--- src/rtl/interval_capture.sv ---
// -----------------------------------------------------------------------------
// interval_capture
//
// Measures the number of clock cycles between a start pulse and a stop pulse
// and presents the result through a valid/ready handshake. It is the inverse
// of a loadable down-counter: a timed interval goes in, a value comes out.
//
// Ports
//   clk        in   1      system clock, rising-edge active
//   rst_n      in   1      asynchronous active-low reset
//   start      in   1      single-cycle pulse that begins (or restarts) a
//                          measurement
//   stop       in   1      single-cycle pulse that ends a measurement
//   out_ready  in   1      consumer accepts the presented result
//   value      out  WIDTH  captured interval in cycles, saturated to
//                          2^WIDTH-1
//   overflow   out  1      captured interval exceeded 2^WIDTH-1
//   valid      out  1      value/overflow hold a result not yet accepted
//   busy       out  1      a measurement is in progress
//
// Behaviour summary
//   IDLE : start -> RUN with cnt cleared; stop alone is ignored; a start and
//          a stop in the same cycle behave like start alone.
//   RUN  : stop captures cnt+1 (saturated) and moves to HOLD; stop wins over
//          a simultaneous start. Otherwise start restarts the count from zero
//          and a quiet cycle increments cnt, saturating at 2^WIDTH-1.
//   HOLD : valid is high; start/stop are ignored; valid && out_ready returns
//          to IDLE. A start on the acceptance edge is therefore dropped.
//
// Timing: start sampled at edge k and stop sampled at edge k+N yield value=N
// visible together with valid right after edge k+N. All outputs are driven
// straight from flops.
// -----------------------------------------------------------------------------
module interval_capture #(
    parameter int WIDTH = 5
) (
    input  logic             clk,
    input  logic             rst_n,
    input  logic             start,
    input  logic             stop,
    input  logic             out_ready,
    output logic [WIDTH-1:0] value,
    output logic             overflow,
    output logic             valid,
    output logic             busy
);

    // Largest representable interval; the counter parks here instead of wrapping.
    localparam logic [WIDTH-1:0] CNT_MAX  = {WIDTH{1'b1}};
    localparam logic [WIDTH-1:0] CNT_ZERO = {WIDTH{1'b0}};

    typedef enum logic [1:0] {
        ST_IDLE = 2'b00,
        ST_RUN  = 2'b01,
        ST_HOLD = 2'b10
    } state_e;

    state_e           state_q;
    state_e           state_d;
    logic [WIDTH-1:0] cnt_q;
    logic [WIDTH-1:0] cnt_d;
    logic [WIDTH-1:0] value_q;
    logic [WIDTH-1:0] value_d;
    logic             overflow_q;
    logic             overflow_d;
    logic             valid_q;
    logic             valid_d;
    logic             busy_q;
    logic             busy_d;

    // One extra bit so that cnt_q == CNT_MAX still produces a visible carry.
    logic [WIDTH:0]   cnt_plus1_s;

    // Saturating increment of the running count.
    function automatic logic [WIDTH-1:0] sat_inc(input logic [WIDTH-1:0] x);
        logic [WIDTH-1:0] r;
        if (x == CNT_MAX) begin
            r = CNT_MAX;
        end else begin
            r = x + WIDTH'(1'b1);
        end
        return r;
    endfunction

    // Reduce a WIDTH+1 bit sum to the saturated WIDTH-bit result.
    function automatic logic [WIDTH-1:0] sat_result(input logic [WIDTH:0] sum);
        logic [WIDTH-1:0] r;
        if (sum[WIDTH]) begin
            r = CNT_MAX;
        end else begin
            r = sum[WIDTH-1:0];
        end
        return r;
    endfunction

    // The interval reported on stop includes the stop cycle itself, hence +1.
    always_comb begin
        cnt_plus1_s = {1'b0, cnt_q} + (WIDTH + 1)'(1'b1);
    end

    // Next-state, counter and capture logic.
    always_comb begin
        state_d    = state_q;
        cnt_d      = cnt_q;
        value_d    = value_q;
        overflow_d = overflow_q;

        case (state_q)
            ST_IDLE: begin
                // start wins over a simultaneous stop; stop alone does nothing.
                if (start) begin
                    state_d = ST_RUN;
                    cnt_d   = CNT_ZERO;
                end else begin
                    state_d = ST_IDLE;
                end
            end

            ST_RUN: begin
                // stop has priority over a simultaneous start (restart).
                if (stop) begin
                    value_d    = sat_result(cnt_plus1_s);
                    overflow_d = cnt_plus1_s[WIDTH];
                    state_d    = ST_HOLD;
                end else if (start) begin
                    cnt_d = CNT_ZERO;
                end else begin
                    cnt_d = sat_inc(cnt_q);
                end
            end

            ST_HOLD: begin
                // valid is implied by HOLD, so out_ready alone completes the transfer.
                if (out_ready) begin
                    state_d = ST_IDLE;
                end else begin
                    state_d = ST_HOLD;
                end
            end

            default: begin
                state_d = ST_IDLE;
                cnt_d   = CNT_ZERO;
            end
        endcase
    end

    // Status flags are decoded from the next state so they leave a flop.
    always_comb begin
        valid_d = (state_d == ST_HOLD);
        busy_d  = (state_d == ST_RUN);
    end

    // State, counter, result and status registers.
    always_ff @(posedge clk or negedge rst_n) begin
        if (!rst_n) begin
            state_q    <= ST_IDLE;
            cnt_q      <= CNT_ZERO;
            value_q    <= CNT_ZERO;
            overflow_q <= 1'b0;
            valid_q    <= 1'b0;
            busy_q     <= 1'b0;
        end else begin
            state_q    <= state_d;
            cnt_q      <= cnt_d;
            value_q    <= value_d;
            overflow_q <= overflow_d;
            valid_q    <= valid_d;
            busy_q     <= busy_d;
        end
    end

    assign value    = value_q;
    assign overflow = overflow_q;
    assign valid    = valid_q;
    assign busy     = busy_q;

endmodule

--- config.mk ---
export PLATFORM = sky130hd
export DESIGN_NAME = interval_capture
export DESIGN_NICKNAME = d
export VERILOG_FILES = /design/src/rtl/interval_capture.sv
export SDC_FILE = /design/constraint.sdc
export NUM_CORES = 1
export LEC_CHECK = 0
export BUFFER_PORTS_ARGS = -buffer_cell sky130_fd_sc_hd__buf_2
export CAP_MARGIN = 40
export CORE_MARGIN = 1
export CORE_UTILIZATION = 56
export CTS_BUF_LIST = sky130_fd_sc_hd__clkbuf_16
export CTS_CLUSTER_DIAMETER = 50
export DETAILED_ROUTE_END_ITERATION = 7
export PLACE_DENSITY = 0.8
export SYNTH_ARGS = -nofsm -noshare
export SYNTH_HDL_FRONTEND = slang
export SYNTH_SLANG_ARGS = --single-unit
--- constraint.sdc ---
create_clock -name clk -period 3.7 [get_ports clk]
set_input_delay 0.74 -clock clk [delete_from_list [all_inputs] [get_ports clk]]
set_output_delay 0.74 -clock clk [all_outputs]
set_load 0.005 [all_outputs]
Word-level counts from Yosys, hierarchy flattened
Cells that the tools add are included.
- flip-flop bits (word level): 15
- latch bits: 0
- bits in writable memories: 0
- memory bits (read-only): 0
- bits of input ports: 5
- memories: 0
- $add $sub $neg: 2
- multipliers: 0
- divide/modulo/power cells: 0
- $lt $le $gt $ge: 0
- eq/ne operators: 7
- shifts and indexed selects: 0
- multiplexer cells: 10
- bitwise gates (word level): 1
- reductions and logical operators: 3
- operators with widths (cell ; count):
    5-bit two-way mux ; 5
    5-bit case mux with 3 select lines ; 1
    5-bit by 1-bit adder with 6-bit output, second input constant ; 1
    2-bit case mux with 3 select lines ; 1
    5-bit by 1-bit adder with 5-bit output, second input constant ; 1
    5-bit equality test, second input constant ; 1
    2-bit by 1-bit equality test with 1-bit output, second input constant ; 2
    2-bit equality test, second input constant ; 2
    2-bit two-way mux ; 2
    2-bit inequality test, second input constant ; 2
    3-bit AND reduction ; 1
    2-bit zero test ; 1
    2-bit AND reduction ; 1
    1-bit two-way mux ; 1
    1-bit inverter ; 1

Longest topological paths before layout
Gate-level depths: netlist of the first run.
- depth in word-level cells: 5
- depth in mapped cells: 6
- mapped depth without buffers: 6

Worst setup path before layout of the first run
No wires, ideal clock.
- path kind: input -> register
- from: in stop
- to: reg cnt_q[0]
- arrival: 1.412 ns
- required time: 3.579 ns
- setup slack: 2.167 ns
- stages on the path: 4
- path buffers: 1
- cells stage by stage: and3b_1 buf_6 a21o_1 a22o_1
- word-level cells in the longest chain between the ends: 2
- RTL lines (element ; line ; text):
    from (decl) ; 40 ; input logic stop,
    2-bit inequality test (no line) ; - ;
    3-bit AND reduction (no line) ; - ;
    to (signal assigned) ; 165 ; cnt_q <= cnt_d;
    to (decl) ; 60 ; logic [WIDTH-1:0] cnt_q;
No other way between the ends.
A chain may end at the register's enable or synchronous reset.

Worst setup path after layout of the first run
- from: reg cnt_q[0]
- to: reg cnt_q[1]
- word-level cells in the longest chain between the ends: 5
- elaborated cells on any way between the ends: 6
- classes of those cells: add/sub (1); eq/ne (1); mux (4)
- RTL lines (element ; line ; text):
    5-bit by 1-bit adder with 5-bit output / 5-bit equality test (equally long branches) ; 80, 77 ;
    5-bit two-way mux (*) ; 77 ; if (x == CNT_MAX) begin
    5-bit two-way mux (*) ; 125 ; end else if (start) begin
    5-bit two-way mux (*) ; 121 ; if (stop) begin
    5-bit case mux with 3 select lines (*) ; 108 ; case (state_q)
Every way passes the cells marked *; elsewhere a longest branch is shown, timed or not. The select of a mux whose other input is x is not followed.

==> impl_metrics.json, run 1 <==
{
  "antenna_left": 0,
  "synth-xor-area-share_pct": 1.18,
  "worst_hold_path_type": "primary input to async pin",
  "synth.avg_cell_area_um2": 10.5,
  "mostFrequentLayoutCells": "dfrtp_1, buf_2, nor2_1, inv_1, nand2_1",
  "p_comb_share_pct": 25.9,
  "start_kind": "flip-flop",
  "area_delta_synth_final_pct": 19.2,
  "layout-drive-gt1-share_pct": 20.0,
  "synth_top_family_by_area": "compound AO/OA/AOI/OAI gates",
  "fp.dieW_um": 38.4,
  "p_clk_share_pct": 33.6,
  "synth.area.mux_share_pct": 0,
  "first_global_vias": 520,
  "clk_pin_slew_ns": 0.05,
  "power_density_mw_per_mm2": 699,
  "end_kind": "flip-flop",
  "cts.path.max_buffers": 2,
  "ys.flop_type": "dfrtp_1",
  "grt_pass1_wl_um": 2280,
  "fin_tns_setup_ns": 0,
  "row_count": 12,
  "min_period_over_period_pct": 43.8,
  "antenna_found_initial": 0,
  "worstMarginPinSlew_ns": 0.386,
  "p_leak_nw": 0.461,
  "die_area_mm2": 0.00148,
  "synth-edff-count": 0,
  "cts_sinks": 15,
  "p_int_w": 0.000434,
  "ys_types": 27,
  "cp.arrival_ns": 1.76,
  "num_antenna_cells": 0,
  "cts_tree": "built",
  "ff2ff_path_depth": 6,
  "relSlewSlack_pct": 74.1,
  "via_per_inst": 5.90,
  "syn-cell-area_um2": 743,
  "reg2reg_slack_ns": 2.08,
  "ctsHoldBuffers": 0,
  "critPathMaxFanout": 7,
  "dp.cells": 95,
  "status": "finished, final reports clean",
  "r2r-end": "cnt_q[1]",
  "boundaryPins": 13,
  "synth-async-reset-ratio_pct": 100,
  "yosys_warnings": 0,
  "maxCapViolations": 0,
  "drt-pass1-iter-count": 4,
  "crit_type": "flip-flop to flip-flop",
  "final_common_cell": "dfrtp_1",
  "setup_viol": 0,
  "yosys.area_share.simple_pct": 18.2,
  "cts_root_buffer": "clkbuf_16",
  "rsz0062_at_grt": "false",
  "initial_utilization_pct": 63.5,
  "synth_compound_area_share_pct": 19.5,
  "port_buffers": 12,
  "layout.nets": 94,
  "drc": 0,
  "post-cts-setup-buffers": 0,
  "syn_inst": 71,
  "synth_fa_ha_area_share_pct": 5.05,
  "via_count": 584,
  "fin_skew_ns": 0.00449,
  "clk-insertion-delay-late_ns": 0.24,
  "gp_congestion": 0.873,
  "seq_area_frac_synth_pct": 50.5,
  "htree_num_levels": 1,
  "crit_required_ns": 3.84,
  "cts_buffers": 3,
  "switching_share_pct": 29.9,
  "grt_max_degree": 16,
  "dp_hpwl_um": 1010,
  "synthesis.nets": 79,
  "wirelength_um": 1450,
  "final_hold_viol_count": 0,
  "die_h_um": 38.4,
  "r2r_start": "cnt_q[0]",
  "instances_no_fill": 99,
  "grt.total_usage_pct": 24.4,
  "finalMaxSlewViolations": 0,
  "p_switching_w": 0.000185,
  "peakVddDrop_mv": 0.486,
  "synth_seq_cells": 15,
  "period_needed_ns": 1.62,
  "drt-initial-drc-count": 9,
  "post_cts_resized": 0,
  "max_freq_ghz": 0.617,
  "wire_per_inst_um": 14.7,
  "coreArea_mm2": 0.00117,
  "grt_overflow": 0,
  "p_seq_share_pct": 40.6
}
[final cells by class]
class,count,area [µm²]
fill,86,285
sequential,15,375
clock inverter,1,5.00
clock buffer,3,75.1
inverter,7,26.3
timing repair buffer,12,60.1
multi-input combinational,47,327
tap,14,17.5
[per-stage QoR]
step | hold slack [ns] | total power (W) | setup WS, ns | instance area, µm² | utilization (%)
after floorplan | 0.444 | 0.000357 | 2.17 | 743 | -
after global placement | 0.461 | 0.000404 | 1.97 | 806 | 68.8
after detailed placement | 0.474 | 0.000412 | 1.95 | 806 | 68.8
after CTS | 0.402 | 0.000622 | 2.07 | 886 | 75.6
after global routing | 0.422 | 0.000654 | 1.99 | 886 | 75.6
final | 0.392 | 0.000619 | 2.08 | 886 | 75.6
[registers in the layout, summed over array words and instances (netlist names)]
name / cells
valid: 1
value: 5
cnt_q: 5
state_q: 2
overflow: 1
busy: 1
[power groups by stage]
stage               logic (W)  clock network [W]  registers [W]
finish               0.000160           0.000208       0.000251
global route         0.000179           0.000216       0.000259
detailed placement   0.000160                  0       0.000251
floorplan            0.000109                  0       0.000248
CTS                  0.000163           0.000208       0.000251
global placement     0.000156                  0       0.000248
[cells by family after synthesis]
family	after synthesis
AOI/OAI and AO/OA	20
xor gates and xnor gates	1
adders and majority gates	3
buffers and inverters	9
DFF	15
and+or+nand+nor	23
[routing by layer]
layer	GRT usage, %	routed length, µm	part of all wire, %	vias up
li1	-	-	-	286
met1	27.7	666	46	280
met2	39.8	700	48	14
met3	5.23	41	2.8	4
met4	18.1	46	3.2	0
met5	0	0	0	-
[cell usage after synthesis (2+ instances only)]
cell / instances / area (µm²)
nand2_1: 5 / 18.8
dfrtp_1: 15 / 375
a2bb2oi_1: 2 / 17.5
nor2_1: 7 / 26.3
inv_1: 7 / 26.3
a22o_1: 2 / 17.5
ha_1: 3 / 37.5
a31oi_1: 3 / 18.8
nor2b_1: 2 / 12.5
o21ai_0: 4 / 20.0
nand2b_1: 2 / 12.5
a221oi_1: 2 / 17.5
a21o_1: 2 / 15.0
nand3_1: 2 / 10.0
[worst max-delay path, cell delays in order, from the launching register on]
cell	delay [ns]
dfrtp_1	0.45
ha_1	0.28
nand3_1	0.12
inv_1	0.07
ha_1	0.22
o21ai_0	0.16
a21bo_1	0.21
[how the worst max path moves through the flow]
stage / end / startpoint / slack, ns
2_1_floorplan: cnt_q[0] / stop / 2.17
5_1_grt: cnt_q[1] / cnt_q[0] / 1.99
6_report: cnt_q[1] / cnt_q[0] / 2.08
3_3_place_gp: cnt_q[0] / stop / 1.97
4_1_cts: cnt_q[1] / cnt_q[0] / 2.07
3_5_place_dp: cnt_q[0] / stop / 1.95
Note: power is estimated with default switching activity, not from simulation.
==> run 2: changes to the inputs <==
Settings changed: CORE_UTILIZATION 56 to 47, PLACE_DENSITY 0.8 to 0.72.
Clock period 3.7 ns to 1.3 ns, I/O delays scaled along.
==> run 2 against run 1 <==
The flow now finishes with violations (setup timing). Critical path depth unchanged. First-iteration DRC count rose to 2.6 times the previous value. Core utilization is 1.0 points higher. Clock power rose to 2.8 times the previous value. Count of clock-buffer cells in the layout unchanged. Global-route usage is 4.2 points lower. Fmax rose by 24%. Setup slack got worse by 2.1 ns. Routed wire length rose by 19%. Non-clock buffer count rose by 10. Critical path type unchanged. Largest cell class is now multi-input combinational cells.
==> impl_metrics.json, run 2 (same netlist as run 1, synthesis figures left out) <==
{
  "area_delta_synth_final_pct": 42.6,
  "power_density_mw_per_mm2": 1850,
  "mostFrequentLayoutCells": "buf_2, dfrtp_1, buf_4",
  "gp_congestion": 0.843,
  "start_kind": "flip-flop",
  "crit_family": "flip-flops",
  "layout.nets": 104,
  "initial_utilization_pct": 53.8,
  "fin_skew_ns": 0.000742,
  "boundaryPins": 13,
  "cp.arrival_ns": 1.44,
  "min_path_cells": 4,
  "drc": 0,
  "num_antenna_cells": 0,
  "setup_viol": 2,
  "max_freq_ghz": 0.762,
  "finalMaxSlewViolations": 0,
  "crit_required_ns": 1.42,
  "crit_path_cell_trace": "ha_4 > nand3_4 > inv_2 > ha_4 > nand2b_4 > a22o_1",
  "fin_tns_setup_ns": -0.0225,
  "wirelength_um": 1740,
  "relSlewSlack_pct": 78.5,
  "cts_sinks": 15,
  "p_seq_share_pct": 36.2,
  "p_comb_share_pct": 34.1,
  "min_from": "out_ready",
  "crit_top_cell": "ha_4",
  "wire_per_inst_um": 15.8,
  "cts.path.max_buffers": 2,
  "final_core_util_pct": 76.7,
  "clk_pin_slew_ns": 0.05,
  "die_h_um": 41.8,
  "ff2ff_path_depth": 6,
  "reg2reg_slack_ns": -0.01,
  "fp.dieW_um": 41.8,
  "clk-insertion-delay-late_ns": 0.24,
  "dp_hpwl_um": 1040,
  "design_power_total_w": 0.00196,
  "cp_slowest_cell": "dfrtp_2",
  "fin_ws_ns": -0.0120,
  "port_buffers": 12,
  "p_int_w": 0.00136,
  "antenna_left": 0,
  "status": "complete, but fails checks",
  "grt_overflow": 0,
  "p_clk_share_pct": 29.7,
  "final_common_cell": "buf_2",
  "rsz0062_at_grt": "true",
  "layout-drive-gt1-share_pct": 44.2,
  "r2r-end": "cnt_q[0]",
  "worst_hold_path_type": "primary input to flip-flop",
  "die_area_mm2": 0.00174,
  "peakVddDrop_mv": 1.33,
  "grt_pass1_wl_um": 2640,
  "violations": "setup timing",
  "coreArea_mm2": 0.00138,
  "regArea_um2": 380,
  "cts_tree": "built",
  "min_period_over_period_pct": 101,
  "end_kind": "flip-flop",
  "fillers": 90,
  "via_count": 650,
  "p_leak_nw": 0.511,
  "crit_buf_inv": 1,
  "r2r_start": "cnt_q[0]",
  "htree_num_levels": 1,
  "multi_input_area_um2": 418,
  "final_hold_viol_count": 0,
  "drt-pass1-iter-count": 4,
  "cts_buffers": 3,
  "crit_type": "flip-flop to flip-flop",
  "holdPathEnd": "state_q[1]",
  "row_count": 13,
  "drt-initial-drc-count": 23,
  "period_needed_ns": 1.31,
  "maxCapViolations": 0,
  "grt.total_usage_pct": 20.2,
  "switching_share_pct": 30.7,
  "cpPeakStageDelay_ns": 0.42,
  "critPathMaxFanout": 4,
  "cts_root_buffer": "clkbuf_16",
  "first_global_vias": 565,
  "worstMarginPinSlew_ns": 0.322,
  "p_switching_w": 0.000603,
  "grt_max_degree": 16,
  "antenna_found_initial": 0,
  "via_per_inst": 5.91
}
run 2: per-layer routing:
metal / track usage (%) / share of wire [%]
met4: 7.74 / 2.2
met1: 25.6 / 46
met2: 33.8 / 47
met3: 3.91 / 4.2
met5: 0 / 0
run 2: how the worst max path moves through the flow:
stage,start,to,slack (ns),cells after the start
detailed placement,cnt_q[0],cnt_q[0],-0.01,6
global route,cnt_q[1],value[3],-0.04,5
global placement,cnt_q[0],cnt_q[0],0.02,6
CTS,cnt_q[0],cnt_q[1],-0.03,6
finish,cnt_q[0],cnt_q[0],-0.01,6
floorplan,cnt_q[1],cnt_q[0],-0.006,6
run 2: tightest hold or removal path: stages:
cell and delay [ns]:
buf_2 0.07, nor2_1 0.03, nand2_1 0.07, nand2_1 0.05
run 2: power groups by stage:
stage,Combinational (W),Sequential [W],Clock [W]
2_1_floorplan,0.000319,0.000715,0
4_1_cts,0.000576,0.000700,0.000585
5_1_grt,0.000735,0.000725,0.000606
3_3_place_gp,0.000537,0.000698,0
3_5_place_dp,0.000547,0.000707,0
6_report,0.000669,0.000710,0.000583
run 2: metrics by stage:
stage          instance area, µm²  worst slack [ns]  std cells  hold slack, ns
2_1_floorplan                 764          -0.00604         71         -0.0356
6_report                     1060           -0.0120        110           0.286
3_3_place_gp                  873            0.0194        102           0.173
4_1_cts                       977           -0.0253        108           0.290
3_5_place_dp                  873           -0.0132        102           0.177
5_1_grt                      1060           -0.0438        110           0.356
run 2: repair_timing:
item,in CTS,in global routing
pin swaps,1,4
hold buffers,1,0
resized for setup,1,16
endpoints found under the hold margin,15,0
setup buffers,1,2
cloned,0,0
setup endpoints to repair,3,10
run 2: cell type report:
cell class	count	area share [%]
well taps	15	1.77
multi-input cells	47	39.4
clock buffers	3	7.08
repair buffers	22	13.0
clock inverters	1	0.354
inverters	7	2.48
flip-flops and latches	15	35.9
